### config.mk
export PLATFORM = sky130hd
export DESIGN_NAME = tweezer_param_scheduler
export DESIGN_NICKNAME = d
export VERILOG_FILES = /design/src/rtl/tweezer_param_scheduler.sv
export SDC_FILE = /design/constraint.sdc
export NUM_CORES = 1
export LEC_CHECK = 0
export ABC_AREA = 1
export CORE_ASPECT_RATIO = 0.5
export CORE_UTILIZATION = 25
export CTS_BUF_LIST = sky130_fd_sc_hd__clkbuf_8
export CTS_CLUSTER_SIZE = 28
export DETAILED_ROUTE_END_ITERATION = 6
export MAX_ROUTING_LAYER = met4
export PLACE_DENSITY = 0.55
export SLEW_MARGIN = 20
export SYNTH_ARGS = -nofsm -noshare
export SYNTH_HDL_FRONTEND = slang
export SYNTH_SLANG_ARGS = --single-unit
export TNS_END_PERCENT = 1
### constraint.sdc
create_clock -name clk -period 3.6 [get_ports clk]
set_clock_uncertainty 0.05 [all_clocks]
set_input_delay 0.36 -clock clk [delete_from_list [all_inputs] [get_ports clk]]
set_output_delay 0.36 -clock clk [all_outputs]
set_load 0.01 [all_outputs]
### src/rtl/tweezer_param_scheduler.sv
// Purpose: applies host-written PI coefficients, setpoint and limits on sample boundaries, ramping setpoint and freezing integrator on ki change.
// Latency: a command applies on the first sample_valid after acceptance (or TIMEOUT cycles later); outputs are visible the cycle after that edge.
// Backpressure: cmd_ready is high only in IDLE; a command is held off until the previous one (including ramp/hold) has finished.
module tweezer_param_scheduler #(
    parameter int          DATA_W         = 16,
    parameter int          COEFF_W        = 10,
    parameter int unsigned RAMP_STEP      = 16'd64,
    parameter int unsigned FREEZE_SAMPLES = 4,
    parameter int unsigned TIMEOUT        = 1024
) (
    input  logic               clk,
    input  logic               reset,
    input  logic               cmd_valid,
    output logic               cmd_ready,
    input  logic [2:0]         cmd_addr,
    input  logic [DATA_W-1:0]  cmd_data,
    input  logic               sample_valid,
    output logic [COEFF_W-1:0] PI_kp,
    output logic [COEFF_W-1:0] PI_ki,
    output logic               PI_kp_update,
    output logic               PI_ki_update,
    output logic [DATA_W-1:0]  PI_setpoint,
    output logic [DATA_W-1:0]  pi_limit_LO,
    output logic [DATA_W-1:0]  pi_limit_HI,
    output logic               PI_freeze,
    output logic               busy,
    output logic               cmd_err
);

    typedef enum logic [2:0] {
        IDLE        = 3'd0,
        WAIT_SAMPLE = 3'd1,
        APPLY       = 3'd2,
        RAMP        = 3'd3,
        HOLD        = 3'd4
    } state_t;

    localparam int WC_W = $clog2(TIMEOUT) + 1;
    localparam int HC_W = $clog2(FREEZE_SAMPLES) + 1;
    localparam logic [WC_W-1:0] WC_LAST = WC_W'(TIMEOUT - 1);
    localparam logic [HC_W-1:0] HC_LAST = HC_W'(FREEZE_SAMPLES - 1);
    // Step widened by one bit so setpoint +/- step never wraps at the signed extremes.
    localparam logic signed [DATA_W:0] STEP_X = $signed((DATA_W+1)'(RAMP_STEP));

    state_t              state, state_nx;
    logic [2:0]          addr_q;
    logic [DATA_W-1:0]   data_q;
    logic [WC_W-1:0]     wcnt;
    logic [HC_W-1:0]     hcnt;

    logic                accept;
    logic                addr_ok;
    logic                wait_done;
    logic                hold_done;
    logic                sp_eq;
    logic                lo_bad;
    logic                hi_bad;
    logic signed [DATA_W:0] tgt_x, sp_x, diff;
    logic [DATA_W-1:0]   sp_next;

    assign accept    = (state == IDLE) && cmd_valid;
    assign addr_ok   = (cmd_addr <= 3'd4);
    assign wait_done = (state == WAIT_SAMPLE) && (sample_valid || (wcnt == WC_LAST));
    assign hold_done = (state == HOLD) && sample_valid && (hcnt == HC_LAST);
    assign sp_eq     = (PI_setpoint == data_q);
    assign lo_bad    = $signed(data_q) > $signed(pi_limit_HI);
    assign hi_bad    = $signed(pi_limit_LO) > $signed(data_q);

    assign tgt_x = $signed({data_q[DATA_W-1], data_q});
    assign sp_x  = $signed({PI_setpoint[DATA_W-1], PI_setpoint});
    assign diff  = tgt_x - sp_x;

    // Next ramp value: move at most one step toward the target, landing exactly on it.
    always_comb begin
        sp_next = data_q;
        if (diff > STEP_X) begin
            sp_next = DATA_W'(sp_x + STEP_X);
        end else if (diff < -STEP_X) begin
            sp_next = DATA_W'(sp_x - STEP_X);
        end
    end

    // State register.
    always_ff @(posedge clk or negedge reset) begin
        if (!reset) begin
            state <= IDLE;
        end else begin
            state <= state_nx;
        end
    end

    // Next-state logic; the state being left is the only one that consumes a sample strobe.
    always_comb begin
        state_nx = state;
        case (state)
            IDLE:        if (accept && addr_ok) state_nx = WAIT_SAMPLE;
            WAIT_SAMPLE: if (wait_done) state_nx = APPLY;
            APPLY: begin
                case (addr_q)
                    3'd1:    state_nx = HOLD;
                    3'd2:    state_nx = RAMP;
                    default: state_nx = IDLE;
                endcase
            end
            RAMP:        if (sp_eq) state_nx = IDLE;
            HOLD:        if (hold_done) state_nx = IDLE;
            default:     state_nx = IDLE;
        endcase
    end

    // Registered datapath: command latch, counters, applied values and pulses.
    always_ff @(posedge clk or negedge reset) begin
        if (!reset) begin
            cmd_ready    <= 1'b1;
            busy         <= 1'b0;
            cmd_err      <= 1'b0;
            addr_q       <= '0;
            data_q       <= '0;
            wcnt         <= '0;
            hcnt         <= '0;
            PI_kp        <= '0;
            PI_ki        <= '0;
            PI_kp_update <= 1'b0;
            PI_ki_update <= 1'b0;
            PI_setpoint  <= '0;
            pi_limit_LO  <= {1'b1, {(DATA_W-1){1'b0}}};
            pi_limit_HI  <= {1'b0, {(DATA_W-1){1'b1}}};
            PI_freeze    <= 1'b0;
        end else begin
            PI_kp_update <= 1'b0;
            PI_ki_update <= 1'b0;
            cmd_err      <= 1'b0;
            cmd_ready    <= (state_nx == IDLE);
            busy         <= (state_nx != IDLE);

            if (accept) begin
                addr_q <= cmd_addr;
                data_q <= cmd_data;
                if (!addr_ok) cmd_err <= 1'b1;
            end

            if ((state == WAIT_SAMPLE) && !wait_done) begin
                wcnt <= wcnt + WC_W'(1);
            end else begin
                wcnt <= '0;
            end

            // Values become visible during the APPLY cycle.
            if (wait_done) begin
                case (addr_q)
                    3'd0: begin
                        PI_kp        <= data_q[COEFF_W-1:0];
                        PI_kp_update <= 1'b1;
                    end
                    3'd1: begin
                        PI_ki        <= data_q[COEFF_W-1:0];
                        PI_ki_update <= 1'b1;
                        PI_freeze    <= 1'b1;
                    end
                    3'd3: begin
                        if (lo_bad) cmd_err <= 1'b1;
                        else        pi_limit_LO <= data_q;
                    end
                    3'd4: begin
                        if (hi_bad) cmd_err <= 1'b1;
                        else        pi_limit_HI <= data_q;
                    end
                    default: ;
                endcase
            end

            if ((state == RAMP) && sample_valid && !sp_eq) begin
                PI_setpoint <= sp_next;
            end

            if ((state == HOLD) && sample_valid) begin
                if (hold_done) begin
                    hcnt      <= '0;
                    PI_freeze <= 1'b0;
                end else begin
                    hcnt <= hcnt + HC_W'(1);
                end
            end
        end
    end

endmodule

==> results of run 1 <==
==> how the worst max path moves through the flow <==
stage / from / end / slack, ps / depth (start not counted)
5_1_grt: data_q[0] / PI_setpoint[1] / 20 / 18
4_1_cts: data_q[0] / PI_setpoint[1] / 330 / 18
3_5_place_dp: data_q[0] / PI_setpoint[1] / 350 / 18
3_3_place_gp: data_q[0] / PI_setpoint[1] / 390 / 18
2_1_floorplan: PI_setpoint[8] / PI_setpoint[1] / 990 / 18
6_report: data_q[0] / PI_setpoint[1] / 330 / 18
==> synthesized netlist by cell type (all sizes together) (2+ instances only) <==
library cell	n	share of area [%]
o21ai	71	5.4
buf	9	0.87
dfrtp	93	34
inv	135	7.4
xnor2	3	0.38
clkbuf	12	0.65
nand3	86	6.4
a21oi	28	2.1
nand4	15	1.4
nor2	49	3.2
dfstp	17	6.5
nand3b	4	0.43
nor3b	3	0.33
nand2	282	16
o211ai	4	0.43
ha	52	9.4
o221a	2	0.33
nor3	18	1.4
xor2	18	2.5
o21a	3	0.33
==> cell usage in the layout, fill, tap and decap left out, types with 2 or more instances in the layout <==
cell / instances
o221a_2: 2
nand3b_1: 4
nor2_1: 41
ha_1: 52
o211ai_1: 4
o21ai_1: 12
nand3_1: 83
dfstp_2: 17
nor3_1: 17
a21oi_1: 27
clkbuf_8: 9
buf_4: 14
nor2_4: 3
xnor2_1: 3
inv_2: 10
nand2_1: 265
inv_1: 125
o21ai_0: 55
nor3b_1: 3
nor2_2: 5
inv_6: 2
inv_8: 2
o21ai_2: 4
xor2_1: 17
nand4_1: 15
nand2_2: 12
dfrtp_1: 93
o21a_1: 3
clkdlybuf4s50_1: 95
nand2_4: 5
nand3_2: 3
==> sequential cells by signal, indices dropped and copies added (netlist names), 3 cells and up <==
name and count:
pi_limit_LO 16, PI_setpoint 16, addr_q 3, wcnt 11, state 3, hcnt 3
PI_kp 10, pi_limit_HI 16, data_q 16, PI_ki 10
==> cells by family (layout without fill, tap and decap cells) <==
family          count (synthesis)  count (layout)  synth area share [%]
compound gates                110             110                  8.75
xor+xnor                       21              21                  2.93
fa+ha+maj                      53              53                  9.69
buf+inv                       157             262                  8.93
flops                         110             110                  40.1
simple gates                  460             460                  29.6
==> power by group through the flow <==
stage	combinational (mW)	sequential, mW	clock, mW
2_1_floorplan	3.78	2.17	0
3_3_place_gp	5.66	2.18	0
3_5_place_dp	5.66	2.19	0
4_1_cts	5.68	2.17	0.754
5_1_grt	6.36	2.22	0.804
6_report	5.65	2.17	0.731
==> repair_timing <==
action	4_1_cts	5_1_grt
endpoints found under the setup margin	0	0
hold buffers	1	0
hold endpoints to repair	28	0
==> final cells by class <==
cell class | count | area (µm²) | share of cell area [%]
clock buffers | 9 | 124 | 1.46
flip-flops and latches | 110 | 2770 | 32.6
clock inverters | 7 | 56.3 | 0.662
inverters | 136 | 513 | 6.03
multi-input cells | 644 | 3540 | 41.6
well taps | 352 | 440 | 5.18
repair buffers | 110 | 1070 | 12.5
==> routing by layer <==
layer / global-route usage (%) / vias to the layer above / share of wire, %
li1: - / 3123 / -
met1: 19.2 / 3012 / 47
met2: 25.4 / 103 / 48
met3: 1.84 / 25 / 2.9
met4: 4.60 / 0 / 1.9
met5: - / - / 0
==> critical path, stage by stage, from the launching register on <==
cell     delay, ps
dfrtp_1        450
inv_1          190
ha_1           250
fa_1           390
inv_1          110
nand2_2         80
nand2_4         70
nand3_1        150
nand3_1        130
nand2_1         60
nand2_1         80
nand2_1         70
nor2_2         110
nand3_2        210
nand2_4        240
nand2_4         90
nor2_4         300
nand2_1         80
o21ai_1         80
==> metrics by stage <==
step	util [%]	area, µm²	total power [mW]	worst slack, ps	std cells
after detailed placement	31.0	8320	7.85	346	1351
final	31.8	8510	8.55	326	1368
after global routing	31.8	8510	9.39	17.8	1368
after global placement	31.0	8320	7.83	392	1351
after CTS	31.8	8510	8.60	333	1368
after floorplan	-	6920	5.95	994	911
==> results.py, run 1 <==
metrics = {
    "power": {
        "pwr-share-clk_pct": 8.6,
        "ir_drop_v": 0.000322,
        "p_switching_mw": 4.43,
        "power_frac_seq_pct": 25.3,
        "swShare_pct": 51.9,
        "powerDensity_nw_per_um2": 1000,
        "leakagePower_nw": 4.17,
        "internal-power_mw": 4.11,
        "pwr-share-comb_pct": 66.1,
    },
    "synthesis": {
        "syn_area_um2": 6920,
        "ys_seq_elements": 110,
        "syn-num-nets": 987,
        "synthArstFlopShare_pct": 100,
        "synth.avg_cell_area_um2": 7.60,
        "seq_area_frac_synth_pct": 40.1,
        "syn_inst": 911,
        "synth_ff_type": "dfrtp_1",
        "synth_edf_count": 0,
        "ys_types": 41,
        "yosys_warnings": 0,
    },
    "timing": {
        "finalHoldViolCount": 0,
        "fmax_mhz": 305,
        "rsz0062_at_grt": "no",
        "tns_ps": 0,
        "final-max-slew-violation-count": 0,
        "setup_viol": 0,
        "hold-worst-slack_ps": 413,
        "period_share_pct": 90.9,
        "tightest_slew_ps": 753,
        "slew_headroom_pct": 49.8,
        "min_period_ps": 3270,
    },
    "drt": {
        "route.detailed.drc": 0,
        "first_iter_violations": 381,
        "firstDrtPassIters": 5,
        "vias": 6263,
        "avgViaCountPerCell": 4.58,
        "drtAntennaViolNets": 0,
        "wl_per_cell_um": 15.0,
        "wl_um": 20500,
    },
    "worst_setup_path": {
        "r2r_setup_slack_ps": 330,
        "timing.rr.end": "PI_setpoint[1]",
        "endpoint_kind": "register",
        "r2r_cells": 18,
        "critPathMaxFanout": 15,
        "r2r-start": "data_q[0]",
        "required_ps": 3870,
        "arrival_ps": 3550,
        "setup.worst_path.start_class": "register",
        "path_class": "register to register",
    },
    "clock_network": {
        "cts.repair_timing.setup_buffer_count": 0,
        "clkLatencyLatePin_ps": 390,
        "clockBufferDepth": 2,
        "htree_levels": 3,
        "root_buffer": "clkbuf_8",
        "path_clk_slew_ps": 110,
        "cts_resized": 0,
        "cts_buffers": 9,
        "cts_sinks": 110,
        "tritoncts": "done",
    },
    "worst_hold_path": {
        "worstHoldStart": "wcnt[0]",
        "holdPathEnd": "wcnt[0]",
        "hp-class": "register to register",
        "holdPathStages": 1,
    },
    "placed_design": {
        "hpwl_um": 16500,
        "portBuffers": 96,
        "gp_congestion": 0.899,
    },
    "grt": {
        "antenna_found_initial": 0,
        "first_global_vias": 6194,
        "grt_max_degree": 58,
        "overflow": 0,
        "grt_pass1_wl_um": 32900,
        "groute.usage.overall_pct": 15.1,
    },
    "job": {
        "drv_cap": 0,
    },
    "die": {
        "dieArea_um2": 28400,
        "die_w_um": 237,
        "initial_utilization_pct": 25.8,
        "fp.dieH_um": 120,
        "io_pins": 97,
        "core_area_um2": 26800,
        "rows": 42,
    },
    "layout": {
        "layout-drive-gt1-share_pct": 9.45,
        "antenna_cells": 0,
        "areaGrowthSynthToFinish_pct": 22.9,
        "nets": 1087,
        "n_fill_cell": 2888,
    },
    "run_status": {
        "status": "complete, no violations",
    },
}
Note: power is estimated with default switching activity, not from simulation.
==> run 2: changes to the inputs <==
--- a/config.mk
+++ b/config.mk
@@ -13,7 +13,7 @@
 export DETAILED_ROUTE_END_ITERATION = 6
 export MAX_ROUTING_LAYER = met4
 export PLACE_DENSITY = 0.55
-export SLEW_MARGIN = 20
+export SLEW_MARGIN = 10
 export SYNTH_ARGS = -nofsm -noshare
 export SYNTH_HDL_FRONTEND = slang
 export SYNTH_SLANG_ARGS = --single-unit
==> constraint.sdc (replaced) <==
create_clock -name clk -period 3.7 [get_ports clk]
set_clock_uncertainty 0.05 [all_clocks]
set_input_delay 0.37 -clock clk [delete_from_list [all_inputs] [get_ports clk]]
set_output_delay 0.37 -clock clk [all_outputs]
set_load 0.1 [all_outputs]
==> run 2 against run 1 <==
Via count shrank 0.67%. Highest routed layer unchanged. Non-clock buffer count shrank 3. Global-route usage shrank 0.19 points. Critical path type unchanged. Maximum frequency shrank 0.54%. Largest cell class unchanged. Cell count shrank 0.22%.
==> results.py, run 2 (same netlist as run 1, synthesis figures left out) <==
metrics = {
    "worst_setup_path": {
        "cp_num_buf_inv": 2,
        "worst_path_most_repeated_cell": "nand2_1",
        "slowest_delay_ps": 460,
        "cpMaxStageDelayCell": "dfrtp_1",
        "required_ps": 3960,
        "worstPathCellList": "inv_1 -> ha_1 -> fa_1 -> inv_1 -> nand2_2 -> nand2_4 -> nand3_1 -> nand3_1 -> nand2_1 -> nand2_1 -> nand2_1 -> nor2_2 -> nand3_2 -> nand2_4 -> nand2_4 -> nor2_4 -> nand2_1 -> o21ai_1",
        "cp_top_family": "simple AND/OR/NAND/NOR gates",
        "arrival_ps": 3550,
        "critPathMaxFanout": 15,
        "endpoint_kind": "register",
        "path_class": "register to register",
        "setup.worst_path.start_class": "register",
    },
    "layout": {
        "layout_common_cells": "265 x nand2_1, 125 x inv_1, 95 x clkdlybuf4s50_1",
        "final_common_cell": "nand2_1",
        "n_fill_cell": 2822,
        "areaGrowthSynthToFinish_pct": 23.0,
        "seq_area_um2": 2770,
        "nets": 1084,
        "layout-drive-gt1-share_pct": 9.28,
        "multi_input_area_um2": 3540,
        "antenna_cells": 0,
    },
    "drt": {
        "avgViaCountPerCell": 4.56,
        "firstDrtPassIters": 5,
        "wl_per_cell_um": 14.9,
        "vias": 6221,
        "drtAntennaViolNets": 0,
        "first_iter_violations": 407,
        "route.detailed.drc": 0,
        "wl_um": 20400,
    },
    "clock_network": {
        "cts_buffers": 9,
        "cts.repair_timing.setup_buffer_count": 0,
        "holdBufCountCts": 0,
        "clkLatencyLatePin_ps": 390,
        "path_clk_slew_ps": 110,
        "cts_resized": 0,
        "tritoncts": "done",
        "htree_levels": 3,
        "cts_sinks": 110,
        "root_buffer": "clkbuf_8",
        "clockBufferDepth": 2,
    },
    "grt": {
        "antenna_found_initial": 0,
        "groute.usage.overall_pct": 15.0,
        "first_global_vias": 5921,
        "overflow": 0,
        "grt_pass1_wl_um": 32400,
        "grt_max_degree": 80,
    },
    "timing": {
        "tns_ps": 0,
        "setup_viol": 0,
        "period_share_pct": 89.0,
        "finalHoldViolCount": 0,
        "final-max-slew-violation-count": 0,
        "rsz0062_at_grt": "no",
        "tightest_slew_ps": 1060,
        "fmax_mhz": 304,
        "setup_slack_ps": 409,
        "slew_headroom_pct": 29.2,
        "min_period_ps": 3290,
    },
    "placed_design": {
        "hpwl_um": 16200,
        "portBuffers": 96,
        "gp_congestion": 0.923,
        "place_ws_ps": 462,
    },
    "run_status": {
        "status": "complete, no violations",
    },
    "die": {
        "dieArea_um2": 28400,
        "fp.dieH_um": 120,
        "rows": 42,
        "die_w_um": 237,
        "core_area_um2": 26800,
        "initial_utilization_pct": 25.8,
        "io_pins": 97,
    },
    "job": {
        "drv_cap": 0,
    },
    "worst_hold_path": {
        "hp-class": "input pin to async pin",
    },
}
[run 2: area by class of cell]
| class | count | share of cell area (%) |
|---|---|---|
| multi-input combinational | 644 | 41.5 |
| clock buffer | 10 | 1.62 |
| tap | 352 | 5.17 |
| timing repair buffer | 107 | 12.2 |
| clock inverter | 6 | 0.867 |
| inverter | 136 | 6.02 |
| sequential | 110 | 32.6 |
[run 2: path summary, 6_finish.rpt]
check	from	end	slack, ps	depth (start not counted)
max	data_q[0]	PI_setpoint[1]	410	18
min	reset	PI_kp[3]	90	1
max reg2reg	data_q[0]	PI_setpoint[1]	410	18
min reg2reg	wcnt[0]	wcnt[0]	420	1
max in group asynchronous	reset	pi_limit_HI[3]	2610	2
min in group clk	wcnt[0]	wcnt[0]	420	1
[run 2: metrics by stage]
step                instances  area [µm²]  hold WS (ps)  util (%)
finish                   1365        8520          92.4      31.8
CTS                      1365        8520           129      31.8
global placement         1349        8300           399      31.0
global route             1365        8520           158      31.8
detailed placement       1349        8300           403      31.0
floorplan                 911        6920          24.4         -
[run 2: routing by layer]
metal / vias to the layer above / track usage (%) / wire length, µm
li1: 3123 / - / -
met3: 13 / 1.79 / 578
met5: - / - / 0
met2: 104 / 24.2 / 9720
met1: 2981 / 19.9 / 9790
met4: 0 / 3.83 / 289
Power of run 2 is left out: the tool's default activity adds up to more than one toggle a clock period on the data nets, which glitch-free logic cannot reach.
